===== config.mk =====
export PLATFORM = sky130hd
export DESIGN_NAME = fib_lookup_walker_flat
export DESIGN_NICKNAME = d
export VERILOG_FILES = /design/src/rtl/fib_lookup_walker_if.sv /design/src/rtl/fib_lookup_walker.sv /design/src/flat_wrapper.sv
export SDC_FILE = /design/constraint.sdc
export NUM_CORES = 1
export LEC_CHECK = 0
export ABC_CLOCK_PERIOD_IN_PS = 6000
export BUFFER_PORTS_ARGS = -buffer_cell sky130_fd_sc_hd__buf_2
export CAP_MARGIN = 0
export CORE_MARGIN = 8
export CORE_UTILIZATION = 62
export CTS_BUF_LIST = sky130_fd_sc_hd__clkbuf_8
export DETAILED_ROUTE_END_ITERATION = 8
export PLACE_DENSITY = 0.82
export SYNTH_ARGS = -nofsm -noshare
export SYNTH_HDL_FRONTEND = slang
export SYNTH_SLANG_ARGS = --single-unit

===== constraint.sdc =====
create_clock -name clk_in -period 6 [get_ports clk_in]
set_clock_uncertainty 0.2 [all_clocks]
set_input_delay 0.6 -clock clk_in [delete_from_list [all_inputs] [get_ports clk_in]]
set_output_delay 0.6 -clock clk_in [all_outputs]
set_load 0.05 [all_outputs]

===== src/rtl/fib_lookup_walker_if.sv =====
// Level-search bus shared by the walker and the NUM_LEVELS level instances.
// master: the walker drives select/address/lookup word/request and reads the
//         selected level's response.
// slave : the level side (a mux in front of the level memories).
interface fib_lookup_walker_if #(
  parameter int WORD_SIZE    = 32,
  parameter int POINTER_SIZE = 1,
  parameter int NUM_LEVELS   = 4
);
  logic [$clog2(NUM_LEVELS)-1:0] lvl_sel_out;
  logic [POINTER_SIZE-1:0]       lvl_address_out;
  logic [WORD_SIZE-1:0]          lvl_lookup_cont_out;
  logic                          lvl_req_out;
  logic [POINTER_SIZE-1:0]       lvl_next_pointer_in;
  logic                          lvl_is_match_in;
  logic                          lvl_no_child_in;

  modport master (
    output lvl_sel_out, lvl_address_out, lvl_lookup_cont_out, lvl_req_out,
    input  lvl_next_pointer_in, lvl_is_match_in, lvl_no_child_in
  );
  modport slave (
    input  lvl_sel_out, lvl_address_out, lvl_lookup_cont_out, lvl_req_out,
    output lvl_next_pointer_in, lvl_is_match_in, lvl_no_child_in
  );
endinterface


===== src/rtl/fib_lookup_walker.sv =====
// Longest-prefix-match walker for the level-tree FIB.
// Buffers one NDN name (one word per component), then for each component
// queries levels 0..NUM_LEVELS-1, following next pointers, until a match
// (advance to next component), a dead end (miss) or the name is exhausted.
// Ports:
//   clk_in, rst_n_in      clock, synchronous active-low reset
//   name_*                name word stream (valid/ready, last marks end)
//   lvl                   level bus (master side)
//   result_*              hit / match length / pointer / truncation, valid/ready
//   busy_out              walker not idle
module fib_lookup_walker #(
  parameter int WORD_SIZE       = 32,
  parameter int POINTER_SIZE    = 1,
  parameter int MAX_NAME_LENGTH = 8,
  parameter int NUM_LEVELS      = 4,
  parameter int RESP_LATENCY    = 1
) (
  input  logic                                 clk_in,
  input  logic                                 rst_n_in,
  input  logic                                 name_valid_in,
  input  logic [WORD_SIZE-1:0]                 name_word_in,
  input  logic                                 name_last_in,
  output logic                                 name_ready_out,
  fib_lookup_walker_if.master                  lvl,
  output logic                                 result_valid_out,
  input  logic                                 result_ready_in,
  output logic                                 result_hit_out,
  output logic [$clog2(MAX_NAME_LENGTH+1)-1:0] result_match_len_out,
  output logic [POINTER_SIZE-1:0]              result_pointer_out,
  output logic                                 result_trunc_out,
  output logic                                 busy_out
);
  localparam int CW  = $clog2(MAX_NAME_LENGTH+1);
  localparam int IW  = $clog2(MAX_NAME_LENGTH);
  localparam int LVW = $clog2(NUM_LEVELS);
  localparam int LTW = $clog2(RESP_LATENCY+1);

  typedef enum logic [2:0] {IDLE, LOAD, ISSUE, WAIT, DONE} state_t;
  state_t state_q, state_d;

  logic [WORD_SIZE-1:0]    buffer [MAX_NAME_LENGTH];
  logic [CW-1:0]           count_q, comp_q, len_q;
  logic [LVW-1:0]          level_q;
  logic [POINTER_SIZE-1:0] addr_q, ptr_q;
  logic [LTW-1:0]          lat_q;
  logic                    hit_q, trunc_q;

  logic resp_due, last_comp, last_level, descend, querying;

  // Response is taken on the RESP_LATENCY-th WAIT cycle; ISSUE preloads 1.
  assign resp_due   = (state_q == WAIT) && (lat_q == LTW'(RESP_LATENCY));
  assign last_comp  = (comp_q == count_q - CW'(1));
  assign last_level = (level_q == LVW'(NUM_LEVELS-1));
  // Miss at this level but the branch continues deeper.
  assign descend    = !lvl.lvl_is_match_in && !lvl.lvl_no_child_in && !last_level;
  assign querying   = (state_q == ISSUE) || (state_q == WAIT);

  always_ff @(posedge clk_in) begin
    if (!rst_n_in) state_q <= IDLE;
    else           state_q <= state_d;
  end

  always_comb begin
    state_d = state_q;
    case (state_q)
      IDLE:  if (name_valid_in) state_d = name_last_in ? ISSUE : LOAD;
      LOAD:  if (name_valid_in && name_last_in) state_d = ISSUE;
      ISSUE: state_d = WAIT;
      WAIT:  if (resp_due) begin
               if (lvl.lvl_is_match_in) state_d = last_comp ? DONE : ISSUE;
               else                     state_d = descend ? ISSUE : DONE;
             end
      DONE:  if (result_ready_in) state_d = IDLE;
      default: state_d = IDLE;
    endcase
  end

  always_ff @(posedge clk_in) begin
    if (!rst_n_in) begin
      count_q <= '0; comp_q <= '0; len_q <= '0; level_q <= '0;
      addr_q  <= '0; ptr_q  <= '0; lat_q <= '0; hit_q   <= 1'b0;
      trunc_q <= 1'b0;
    end else begin
      case (state_q)
        IDLE: if (name_valid_in) begin
          buffer[0] <= name_word_in;
          count_q   <= CW'(1);
          comp_q    <= '0;
          level_q   <= '0;
          addr_q    <= '0;
        end
        LOAD: if (name_valid_in) begin
          // Components past the buffer are consumed but only flagged.
          if (count_q == CW'(MAX_NAME_LENGTH)) trunc_q <= 1'b1;
          else begin
            buffer[count_q[IW-1:0]] <= name_word_in;
            count_q <= count_q + CW'(1);
          end
        end
        ISSUE: lat_q <= LTW'(1);
        WAIT: begin
          if (!resp_due) lat_q <= lat_q + LTW'(1);
          else if (lvl.lvl_is_match_in) begin
            len_q   <= (len_q == CW'(MAX_NAME_LENGTH)) ? len_q : len_q + CW'(1);
            ptr_q   <= lvl.lvl_next_pointer_in;
            comp_q  <= comp_q + CW'(1);
            level_q <= '0;
            addr_q  <= lvl.lvl_next_pointer_in;
            if (last_comp) hit_q <= 1'b1;
          end else if (descend) begin
            level_q <= level_q + LVW'(1);
            addr_q  <= lvl.lvl_next_pointer_in;
          end
        end
        DONE: if (result_ready_in) begin
          len_q <= '0; ptr_q <= '0; trunc_q <= 1'b0; count_q <= '0; hit_q <= 1'b0;
        end
        default: ;
      endcase
    end
  end

  // Level bus is only driven while a query is outstanding; it holds its
  // ISSUE values through WAIT because level/addr/comp change only on decision.
  assign lvl.lvl_req_out         = (state_q == ISSUE);
  assign lvl.lvl_sel_out         = querying ? level_q : '0;
  assign lvl.lvl_address_out     = querying ? addr_q  : '0;
  assign lvl.lvl_lookup_cont_out = querying ? buffer[comp_q[IW-1:0]] : '0;

  assign name_ready_out       = (state_q == IDLE) || (state_q == LOAD);
  assign busy_out             = (state_q != IDLE);
  assign result_valid_out     = (state_q == DONE);
  assign result_hit_out       = hit_q;
  assign result_match_len_out = len_q;
  assign result_pointer_out   = ptr_q;
  assign result_trunc_out     = trunc_q;
endmodule


===== src/flat_wrapper.sv =====
// flat-port wrapper written by rule: the top's interface ports become plain ports
module fib_lookup_walker_flat 
#(
  parameter int WORD_SIZE       = 32,
  parameter int POINTER_SIZE    = 1,
  parameter int MAX_NAME_LENGTH = 8,
  parameter int NUM_LEVELS      = 4,
  parameter int RESP_LATENCY    = 1
)
  (clk_in, rst_n_in, name_valid_in, name_word_in, name_last_in, name_ready_out, result_valid_out, result_ready_in, result_hit_out, result_match_len_out, result_pointer_out, result_trunc_out, busy_out, lvl_lvl_sel_out, lvl_lvl_address_out, lvl_lvl_lookup_cont_out, lvl_lvl_req_out, lvl_lvl_next_pointer_in, lvl_lvl_is_match_in, lvl_lvl_no_child_in);
  fib_lookup_walker_if #(.WORD_SIZE(WORD_SIZE), .POINTER_SIZE(POINTER_SIZE), .NUM_LEVELS(NUM_LEVELS)) lvl_i ();
  input  logic clk_in;
  input  logic rst_n_in;
  input  logic name_valid_in;
  input  logic [WORD_SIZE-1:0] name_word_in;
  input  logic name_last_in;
  output logic name_ready_out;
  output logic result_valid_out;
  input  logic result_ready_in;
  output logic result_hit_out;
  output logic [$clog2(MAX_NAME_LENGTH+1)-1:0] result_match_len_out;
  output logic [POINTER_SIZE-1:0] result_pointer_out;
  output logic result_trunc_out;
  output logic busy_out;
  output wire logic [$bits(lvl_i.lvl_sel_out)-1:0] lvl_lvl_sel_out;
  output wire logic [$bits(lvl_i.lvl_address_out)-1:0] lvl_lvl_address_out;
  output wire logic [$bits(lvl_i.lvl_lookup_cont_out)-1:0] lvl_lvl_lookup_cont_out;
  output wire logic [$bits(lvl_i.lvl_req_out)-1:0] lvl_lvl_req_out;
  input wire logic [$bits(lvl_i.lvl_next_pointer_in)-1:0] lvl_lvl_next_pointer_in;
  input wire logic [$bits(lvl_i.lvl_is_match_in)-1:0] lvl_lvl_is_match_in;
  input wire logic [$bits(lvl_i.lvl_no_child_in)-1:0] lvl_lvl_no_child_in;
  assign lvl_lvl_sel_out = lvl_i.lvl_sel_out;
  assign lvl_lvl_address_out = lvl_i.lvl_address_out;
  assign lvl_lvl_lookup_cont_out = lvl_i.lvl_lookup_cont_out;
  assign lvl_lvl_req_out = lvl_i.lvl_req_out;
  assign lvl_i.lvl_next_pointer_in = lvl_lvl_next_pointer_in;
  assign lvl_i.lvl_is_match_in = lvl_lvl_is_match_in;
  assign lvl_i.lvl_no_child_in = lvl_lvl_no_child_in;
  fib_lookup_walker #(.WORD_SIZE(WORD_SIZE), .POINTER_SIZE(POINTER_SIZE), .MAX_NAME_LENGTH(MAX_NAME_LENGTH), .NUM_LEVELS(NUM_LEVELS), .RESP_LATENCY(RESP_LATENCY)) u_core (.clk_in(clk_in), .rst_n_in(rst_n_in), .name_valid_in(name_valid_in), .name_word_in(name_word_in), .name_last_in(name_last_in), .name_ready_out(name_ready_out), .lvl(lvl_i), .result_valid_out(result_valid_out), .result_ready_in(result_ready_in), .result_hit_out(result_hit_out), .result_match_len_out(result_match_len_out), .result_pointer_out(result_pointer_out), .result_trunc_out(result_trunc_out), .busy_out(busy_out));
endmodule

==> out/results.env, run 1 <==
TIMING.SETUP.TNS_NS=0
DIE-AREA_UM2=22400
CRITICALPATHCATEGORY='reg2out'
CTS_HOLD_BUF=0
CAP_VIOLATIONS=0
GRT_ANTENNA_BEFORE_REPAIR=2
TIMING.CRITICAL_PATH.TO='lvl_lvl_lookup_cont_out[19]'
REQUIRED_NS=5.20
CRITICAL_PATH.REG2REG.STARTPOINT='u_core.count_q[1]'
FIN_WS_NS=2.14
LAYOUT-AREA-OVERHEAD-VS-SYNTH_PCT=13.8
GLOBAL_ROUTE.USAGE.TOTAL_PCT=20.5
POWER.IR.VDD_WORST_mV=0.166
NETS=735
LAYOUT.FILLER_CELLS=1066
PLACEDCELLCOUNT=874
ANTENNA_LEFT=0
ENDPOINT_KIND='output port'
TIMING.HOLD.WORST.CLASS='in2reg'
WL_UM=22500
AVGSYNTHCELLAREA_UM2=19.2
NUM_ROWS=49
HPWL_UM=13400
CLK_PIN_SLEW_NS=0.06
DRT_ITER0_MARKERS=388
GRT_MAX_DEGREE=65
SYNTH_ENABLE_FLOP_CELLS=256
SHARE_OF_THE_CLOCK_PERIOD_USED_BY_THE_WORST_PATH_PCT=64.3
CTS_SETUP_BUFFERS=0
CLOCK_TREE.ROOT_CELL='sky130_fd_sc_hd__clkbuf_8'
SHARE_OF_LAYOUT_CELLS_ABOVE_DRIVE_STRENGTH_1_PCT=32.2
LAYOUTNONFILLERINSTCOUNT=948
TIMING.REG2REG.SETUP_SLACK_NS=2.88
FINALWORSTPATHREQUIREDPERIOD_NS=3.86
WORST_PIN_SLEW_NS=0.951
ROUTED_WIRELENGTH_NORMALIZED_BY_INSTANCE_COUNT_UM=23.7
R2R_CELLS=6
FP.DIEW_UM=150
CRITICAL_PATH.STARTPOINT_TYPE='flop'
START_UTIL_PCT=62.5
DRC_MARKERS=0
TRITONCTS_CLOCK_TREE='done'
PLACEMENT.IO_BUFFERS=85
REG2REG_TO='u_core.buffer[1][28]'
YOSYSTOPAREACELL='sky130_fd_sc_hd__edfxtp_1'
CELL_WITH_THE_MOST_INSTANCES_AFTER_SYNTHESIS='sky130_fd_sc_hd__edfxtp_1'
DETAIL_ROUTE.FIRST_PASS.ITERATIONS=5
LARGEST_FAMILY_OF_LOGIC_CELLS_BY_SYNTHESIZED_AREA='multiplexers'
SYNTH_CELL_TYPES=49
SLEW_VIOL_FINAL=0
SYN_AREA_UM2=11100
SYNTH.CELLS.MOST_FREQUENT='256 x sky130_fd_sc_hd__edfxtp_1, 64 x sky130_fd_sc_hd__mux4_2, 48 x sky130_fd_sc_hd__nor2_1'
SETUP_REPAIR_AFTER_GLOBAL_ROUTING_MISSED_ITS_MARGIN='no'
MAXIMUM_OPERATING_FREQUENCY_MHz=259
SYNTH.FF_LATCH_COUNT=281
GLOBAL_ROUTE_WIRE_LENGTH_BEFORE_REPAIR_UM=34400
PLACE_CONGESTION=0.824
CRITPATHARRIVALTIME_NS=3.06
PLACEMENT_SETUP_SLACK_NS=2.59
TOTAL_GLOBAL_ROUTING_OVERFLOW=0
RUN_STATUS='finished clean'
SYNTH_TOP_AREA_CELLS='sky130_fd_sc_hd__edfxtp_1 69%, sky130_fd_sc_hd__mux4_2 13%, sky130_fd_sc_hd__dfxtp_1 4.5%, sky130_fd_sc_hd__mux2i_1 3.3%, sky130_fd_sc_hd__nor2_1 1.6%'
SYNTH-ADDER-AREA-SHARE_PCT=0.678
FIN_UTIL_PCT=71.1
NUMBER_OF_ENDPOINTS_WITH_NEGATIVE_HOLD_SLACK_IN_THE_FINAL_REPORT=0
SYNTH_COMPOUND_AREA_SHARE_PCT=2.19
FRACTION_OF_REGISTERS_WITH_ASYNC_SET_OR_RESET_AFTER_SYNTHESIS_PCT=0
CTS_MAX_LEVEL=2
CTS_REPAIR_RESIZE_COUNT=0
SYNTH_MUX_AREA_SHARE_PCT=16.3
CTS_SINKS=281
NETLIST_INSTANCES=578
GRT_PASS1_VIAS=6205
IOS=86
SYN_NETS=624
SYNTH_TOP_CELL_AREA_SHARE_PCT=69.4
CTS_BUFFER_DEPTH=3
POWER.DENSITY_nW_PER_UM2=309
SYNTH-SIMPLE-AREA-SHARE_PCT=4.95
PATH_MAX_FANOUT=43
STATIC-LEAKAGE-POWER_nW=4.12
VIASPERCELL=6.16
SYNTH_FLOP_CELL='sky130_fd_sc_hd__edfxtp_1'
HOLD-WORST-SLACK_NS=0.120
CTS_BUFFERS=42
FINISH_STAGE_SETUP_VIOLS=0
YS_SEQ_AREA_SHARE_PCT=74.0
SLEW_HEADROOM_PCT=36.6
VIA_COUNT=5837
DIEHEIGHT_UM=150
FLOORPLAN_CORE_AREA_UM2=17700
SYNTH_XOR_XNOR_AREA_SHARE_PCT=0.475
CLK_LATENCY_NS=0.54
SYNTH-WARNING-COUNT=0
[report_power, final]
group | total (mW) | internal, mW | switching [mW]
Clock | 1.44 | 0.764 | 0.679
Sequential | 2.18 | 2.16 | 0.0188
Combinational | 0.267 | 0.0722 | 0.195
[cell type report]
type                            instances  area (µm²)  share of cell area [%]
Tap cell                              229         287                    2.28
Antenna cell                            2        5.00                  0.0397
Timing Repair Buffer                   96         508                    4.03
Clock buffer                           44         606                    4.81
Multi-Input combinational cell        258        2780                    22.1
Inverter                               10        37.5                   0.298
Sequential cell                       281        8200                    65.1
Clock inverter                         28         170                    1.35
[kinds of logic (layout without fill, tap and decap cells)]
group	Yosys count	in the layout
and+or+nand+nor	106	106
buffers and inverters	39	178
adders and majority gates	6	6
xor gates and xnor gates	6	6
DFF	281	281
other	0	2
muxes	100	100
AOI/OAI and AO/OA	40	40
[worst min path at each step]
stage                                  from  cells past startpoint  slack [ns]                   end
after floorplan               u_core.addr_q                      2        0.23         u_core.addr_q
after global placement        u_core.addr_q                      2        0.24         u_core.addr_q
after detailed placement  u_core.level_q[1]                      2        0.26     u_core.level_q[1]
after CTS                  name_word_in[24]                      1        0.08  u_core.buffer[6][24]
after global routing       name_word_in[24]                      1         0.1  u_core.buffer[1][24]
final                      name_word_in[24]                      1        0.12  u_core.buffer[3][24]
[per-stage QoR]
stage | power (mW) | instance area [µm²]
4_1_cts | 3.92 | 12600
2_1_floorplan | 2.40 | 11100
3_5_place_dp | 2.49 | 11800
3_3_place_gp | 2.47 | 11800
6_report | 3.89 | 12600
5_1_grt | 4.01 | 12600
[critical path, stage by stage (launching register included)]
cell	delay [ns]
sky130_fd_sc_hd__dfxtp_4	0.90
sky130_fd_sc_hd__buf_4	0.54
sky130_fd_sc_hd__mux4_2	0.55
sky130_fd_sc_hd__mux2i_1	0.18
sky130_fd_sc_hd__nor2_1	0.07
sky130_fd_sc_hd__buf_2	0.26
[cell usage in the layout, fill, tap and decap left out, types with 3 or more instances in the layout]
cell | netlist | routed
sky130_fd_sc_hd__and2_1 | 4 | 4
sky130_fd_sc_hd__or3_1 | 4 | 4
sky130_fd_sc_hd__inv_1 | 8 | 20
sky130_fd_sc_hd__clkbuf_8 | 0 | 44
sky130_fd_sc_hd__ha_1 | 6 | 6
sky130_fd_sc_hd__buf_2 | 10 | 85
sky130_fd_sc_hd__a21oi_1 | 18 | 18
sky130_fd_sc_hd__nor2_1 | 48 | 43
sky130_fd_sc_hd__nor2_4 | 0 | 5
sky130_fd_sc_hd__clkinv_2 | 0 | 7
sky130_fd_sc_hd__nand3_1 | 7 | 7
sky130_fd_sc_hd__nor3_1 | 5 | 3
sky130_fd_sc_hd__clkinv_1 | 1 | 7
sky130_fd_sc_hd__buf_4 | 1 | 11
sky130_fd_sc_hd__nand3b_1 | 4 | 4
sky130_fd_sc_hd__edfxtp_1 | 256 | 256
sky130_fd_sc_hd__o21ai_1 | 6 | 6
sky130_fd_sc_hd__nor2b_1 | 3 | 3
sky130_fd_sc_hd__nand4_1 | 4 | 4
sky130_fd_sc_hd__dfxtp_1 | 25 | 22
sky130_fd_sc_hd__xnor2_1 | 4 | 4
sky130_fd_sc_hd__mux4_2 | 64 | 64
sky130_fd_sc_hd__nand2_1 | 15 | 15
sky130_fd_sc_hd__mux2i_1 | 36 | 36
sky130_fd_sc_hd__a31oi_1 | 3 | 3
[flip-flops by register name (all words and copies together), names as in the netlist, 2 cells and up, named ones only]
name and flops:
u_core.comp_q 4, u_core.buffer 256, u_core.state_q 3, u_core.level_q 2, u_core.result_match_len_out 4, u_core.count_q 4
[routing by layer]
| metal | wire length [µm] | up-vias | global-route usage (%) |
|---|---|---|---|
| li1 | - | 2558 | - |
| met1 | 8860 | 3011 | 24.9 |
| met2 | 11600 | 229 | 35.5 |
| met3 | 1620 | 35 | 5.02 |
| met4 | 350 | 4 | 6.92 |
| met5 | 27 | - | 0 |
Power figures use the tool's default switching activity.
==> run 2, diff against run 1 <==
--- a/config.mk
+++ b/config.mk
@@ -5,7 +5,8 @@
 export SDC_FILE = /design/constraint.sdc
 export NUM_CORES = 1
 export LEC_CHECK = 0
-export ABC_CLOCK_PERIOD_IN_PS = 6000
+export ABC_AREA = 1
+export ABC_CLOCK_PERIOD_IN_PS = 3950
 export BUFFER_PORTS_ARGS = -buffer_cell sky130_fd_sc_hd__buf_2
 export CAP_MARGIN = 0
 export CORE_MARGIN = 8
==> constraint.sdc (replaced) <==
create_clock -name clk_in -period 3.95 [get_ports clk_in]
set_clock_uncertainty 0.2 [all_clocks]
set_input_delay 0.395 -clock clk_in [delete_from_list [all_inputs] [get_ports clk_in]]
set_output_delay 0.395 -clock clk_in [all_outputs]
set_load 0.05 [all_outputs]
==> run 2 against run 1 <==
Hold slack got worse by 0.066 ns; setup slack got worse by 1.5 ns; sequential share of layout area fell by 3.0 points; die area rose by 2.1%; register-to-register slack got worse by 1.9 ns; critical path depth rose by 2; via count rose by 33%; sequential power rose by 53%; highest routed layer is now met4.
==> out/results.env, run 2 <==
RUN_STATUS='finished clean'
FLOORPLAN_CORE_AREA_UM2=18000  # +1.4%
HOLD_PATH_STARTPOINT='name_last_in'
SHARE_OF_LAYOUT_CELLS_ABOVE_DRIVE_STRENGTH_1_PCT=17.2  # -15 points
CTS_MAX_LEVEL=2  # unchanged
SYN_NETS=993  # +59%
PLACEMENT.IO_BUFFERS=85  # unchanged
SYN_AREA_UM2=11300  # +2.4%
LAYOUT_COMMONEST_CELL='sky130_fd_sc_hd__edfxtp_1'
INTERNAL_POWER_mW=4.72  # +58%
SYNTH.FF_LATCH_COUNT=281  # unchanged
ANTENNA_LEFT=0  # unchanged
REG2REG_TO='u_core.buffer[3][16]'
SYNTH-WARNING-COUNT=0  # unchanged
SHARE_OF_THE_CLOCK_PERIOD_USED_BY_THE_WORST_PATH_PCT=84.1
YOSYSTOPAREACELL='sky130_fd_sc_hd__edfxtp_1'
NETS=1125  # +53%
SW_SHARE_PCT=28.2  # +5.3 points
CP.BUFFERS_INVERTERS=3  # +1
SYNTH_TOP_AREA_CELLS='sky130_fd_sc_hd__edfxtp_1 68%, sky130_fd_sc_hd__nor2_1 7.2%, sky130_fd_sc_hd__o21ai_0 7.2%, sky130_fd_sc_hd__dfxtp_1 4.4%, sky130_fd_sc_hd__a31oi_1 1.8%'
CRITPATHARRIVALTIME_NS=2.73  # -0.33 ns
NUM_ROWS=49  # unchanged
GRT_ANTENNA_BEFORE_REPAIR=0  # -2
PLACE_CONGESTION=0.878  # +6.6%
POWER.IR.VDD_WORST_mV=0.354  # +110%
REQUIRED_NS=3.36  # -1.84 ns
DIEHEIGHT_UM=151  # +1.0%
REGISTERS.TOP_BY_FF_COUNT='u_core.buffer'
CLOCK_TREE.ROOT_CELL='sky130_fd_sc_hd__clkbuf_8'
CELL_WITH_THE_MOST_INSTANCES_AFTER_SYNTHESIS='sky130_fd_sc_hd__edfxtp_1'
SETUP_REPAIR_AFTER_GLOBAL_ROUTING_MISSED_ITS_MARGIN='no'
LAYOUT-AREA-OVERHEAD-VS-SYNTH_PCT=16.4
ANTENNA_CELLS=0  # -2
CLK_LATENCY_NS=0.54  # about the same
DPL-INSTANCE-AREA_UM2=12100  # +2.1%
SYNTH_ENABLE_FLOP_CELLS=256  # unchanged
SYNTH.CELLS.MOST_FREQUENT='256 x sky130_fd_sc_hd__edfxtp_1, 218 x sky130_fd_sc_hd__nor2_1, 163 x sky130_fd_sc_hd__o21ai_0'
REPORT.POWER.TOTAL_mW=6.58  # +69%
HOLD_PATH_SINK='u_core.state_q[1]'
CRITICAL_PATH.REG2REG.STARTPOINT='u_core.count_q[0]'
POWER.DENSITY_nW_PER_UM2=499  # +62%
FP.DIEW_UM=151  # +1.0%
DETAIL_ROUTE.FIRST_PASS.ITERATIONS=5  # unchanged
HPWL_UM=13400  # -0.31%
CLK_PIN_SLEW_NS=0.06  # about the same
SLEW_HEADROOM_PCT=40.6  # +4.0 points
NUMBER_OF_ENDPOINTS_WITH_NEGATIVE_HOLD_SLACK_IN_THE_FINAL_REPORT=0  # unchanged
LARGEST_REGISTER_FFS=256  # unchanged
WORSTPATHCELLLIST='clkinv_2 -> buf_4 -> o21ai_0 -> o22ai_1 -> o21ai_0 -> a31oi_1 -> buf_2'
POWER_FRAC_SEQ_PCT=50.7  # -5.3 points
MAXIMUM_OPERATING_FREQUENCY_MHz=301
CRITICAL_PATH.STARTPOINT_TYPE='flop'
LAYOUT.FILLER_CELLS=1156  # +8.4%
SLEW_VIOL_FINAL=0  # unchanged
CRITICALPATHCATEGORY='reg2out'
R2R_CELLS=8  # +2
VIA_COUNT=7769  # +33%
CRITICAL_PATH.SLOWEST_CELL='sky130_fd_sc_hd__clkinv_2'
ROUTED_WIRELENGTH_NORMALIZED_BY_INSTANCE_COUNT_UM=18.4  # -22%
LAYOUT.CELLS.MOST_COMMON_LIST='256 x sky130_fd_sc_hd__edfxtp_1, 215 x sky130_fd_sc_hd__nor2_1, 163 x sky130_fd_sc_hd__o21ai_0, 85 x sky130_fd_sc_hd__buf_2, 48 x sky130_fd_sc_hd__nand2_1'
NETLIST_INSTANCES=947  # +64%
CRITICAL_PATH.MOST_COMMON_CELL='sky130_fd_sc_hd__o21ai_0'
HOLD-WORST-SLACK_NS=0.0536  # -0.0663 ns
SWITCHING_POWER_mW=1.86  # +110%
CTS_SINKS=281  # unchanged
WORST_HOLD_PATH.NUM_CELLS=5  # +4
FIN_UTIL_PCT=73.4  # +2.3 points
DIE-AREA_UM2=22900  # +2.1%
AVGSYNTHCELLAREA_UM2=12.0  # -38%
GRT_MAX_DEGREE=129  # +98%
CTS_BUFFER_DEPTH=3  # unchanged
GLOBAL_ROUTE.USAGE.TOTAL_PCT=21.5  # +0.97 points
DRC_MARKERS=0  # unchanged
PATH_MAX_FANOUT=46  # +7.0%
YS_SEQ_AREA_SHARE_PCT=72.3  # -1.7 points
STATIC-LEAKAGE-POWER_nW=4.73  # +15%
WL_UM=24600  # +9.5%
LARGEST_DELAY_CONTRIBUTOR_FAMILY_ON_THE_CRITICAL_PATH='buffers and inverters'
TIMING.REG2REG.SETUP_SLACK_NS=0.94  # -1.94 ns
CRITICAL_PATH.MAX_STAGE_DELAY_NS=0.49  # -0.41 ns
POWER.SHARE.CLOCK_PCT=33.1  # -4.0 points
FRACTION_OF_REGISTERS_WITH_ASYNC_SET_OR_RESET_AFTER_SYNTHESIS_PCT=0  # unchanged
TIMING.HOLD.WORST.CLASS='in2reg'
SYNTH_TOP_CELL_AREA_SHARE_PCT=67.8  # -1.6 points
VIASPERCELL=5.80  # -5.8%
GLOBAL_ROUTE_WIRE_LENGTH_BEFORE_REPAIR_UM=38300  # +11%
WORST_PIN_SLEW_NS=0.890  # -0.0617 ns
FINALWORSTPATHREQUIREDPERIOD_NS=3.32
IOS=86  # unchanged
COMBINATIONALPOWERSHARE_PCT=16.2  # +9.3 points
TRITONCTS_CLOCK_TREE='done'
FINISH_STAGE_SETUP_VIOLS=0  # unchanged
START_UTIL_PCT=63.1  # +0.60 points
SYNTH_CELL_TYPES=36  # -27%
CTS_REPAIR_RESIZE_COUNT=0  # unchanged
CTS_BUFFERS=43  # +2.4%
TOTAL_GLOBAL_ROUTING_OVERFLOW=0  # unchanged
SYNTH_FLOP_CELL='sky130_fd_sc_hd__edfxtp_1'
GRT_PASS1_VIAS=7422  # +20%
FINISH.INSTANCE_AREA_UM2=13200  # +4.7%
CAP_VIOLATIONS=0  # unchanged
DRT_ITER0_MARKERS=731  # +88%
ENDPOINT_KIND='output port'
[run 2: metrics by stage]
stage / std cells / setup TNS [ns] / setup slack, ns
floorplan: 947 / -15.26 / -0.238
global placement: 1228 / 0 / 1.09
detailed placement: 1228 / 0 / 0.954
CTS: 1339 / 0 / 0.617
global route: 1339 / 0 / 0.480
finish: 1339 / 0 / 0.630
[run 2: worst reg2reg max path: cells and delay by family (launching register included)]
family / cells / cell delay [ns]
buffers and inverters: 2 / 0.55
flip-flops: 1 / 0.40
adder cells (fa/ha/maj): 1 / 0.35
AND/OR/NAND/NOR: 5 / 1.19
[run 2: layer usage]
| layer | global-route usage [%] | part of all wire (%) |
|---|---|---|
| met1 | 28.8 | 42 |
| met2 | 34.6 | 48 |
| met3 | 4.42 | 8.2 |
| met4 | 7.17 | 1.9 |
| met5 | 0 | 0 |
[run 2: area by class of cell]
| type | instances | area (µm²) | share of cell area, % |
|---|---|---|---|
| Clock buffer | 45 | 619 | 4.70 |
| Sequential cell | 281 | 8190 | 62.1 |
| Timing Repair Buffer | 138 | 961 | 7.29 |
| Multi-Input combinational cell | 570 | 2800 | 21.2 |
| Clock inverter | 31 | 155 | 1.18 |
| Inverter | 45 | 170 | 1.29 |
| Tap cell | 229 | 287 | 2.17 |
[run 2: kinds of logic (layout without fill, tap and decap cells)]
group	Yosys count	in the layout	synth area share (%)
XOR/XNOR	1	1	0.0773
adder cells (fa/ha/maj)	6	6	0.662
flip-flops	281	281	72.3
buffers and inverters	96	259	3.32
AO/OA/AOI/OAI	258	258	12.4
AND/OR/NAND/NOR	305	305	11.3
[run 2: how the worst max path moves through the flow]
stage / slack [ns] / endpoint / start / cells after the start
final: 0.63 / lvl_lvl_lookup_cont_out[10] / flop / 7
after global routing: 0.48 / lvl_lvl_lookup_cont_out[10] / flop / 7
after CTS: 0.62 / lvl_lvl_lookup_cont_out[10] / flop / 7
after detailed placement: 0.95 / u_core.buffer[3][24] / u_core.count_q[0] / 8
after global placement: 1.09 / u_core.buffer[3][16] / u_core.count_q[0] / 8
after floorplan: -0.24 / u_core.buffer[6][0] / u_core.count_q[0] / 7
[run 2: power by group through the flow]
stage	registers (mW)	logic (mW)	clock network (mW)
after CTS	3.34	1.06	2.20
after global placement	3.40	1.01	0
after floorplan	3.40	0.737	0
final	3.34	1.07	2.18
after global routing	3.34	1.17	2.32
after detailed placement	3.40	1.03	0
[run 2: what timing repair did]
item                                   4_1_cts  5_1_grt
setup buffers                                0        0
hold buffers                                35        0
endpoints found under the hold margin      265        0
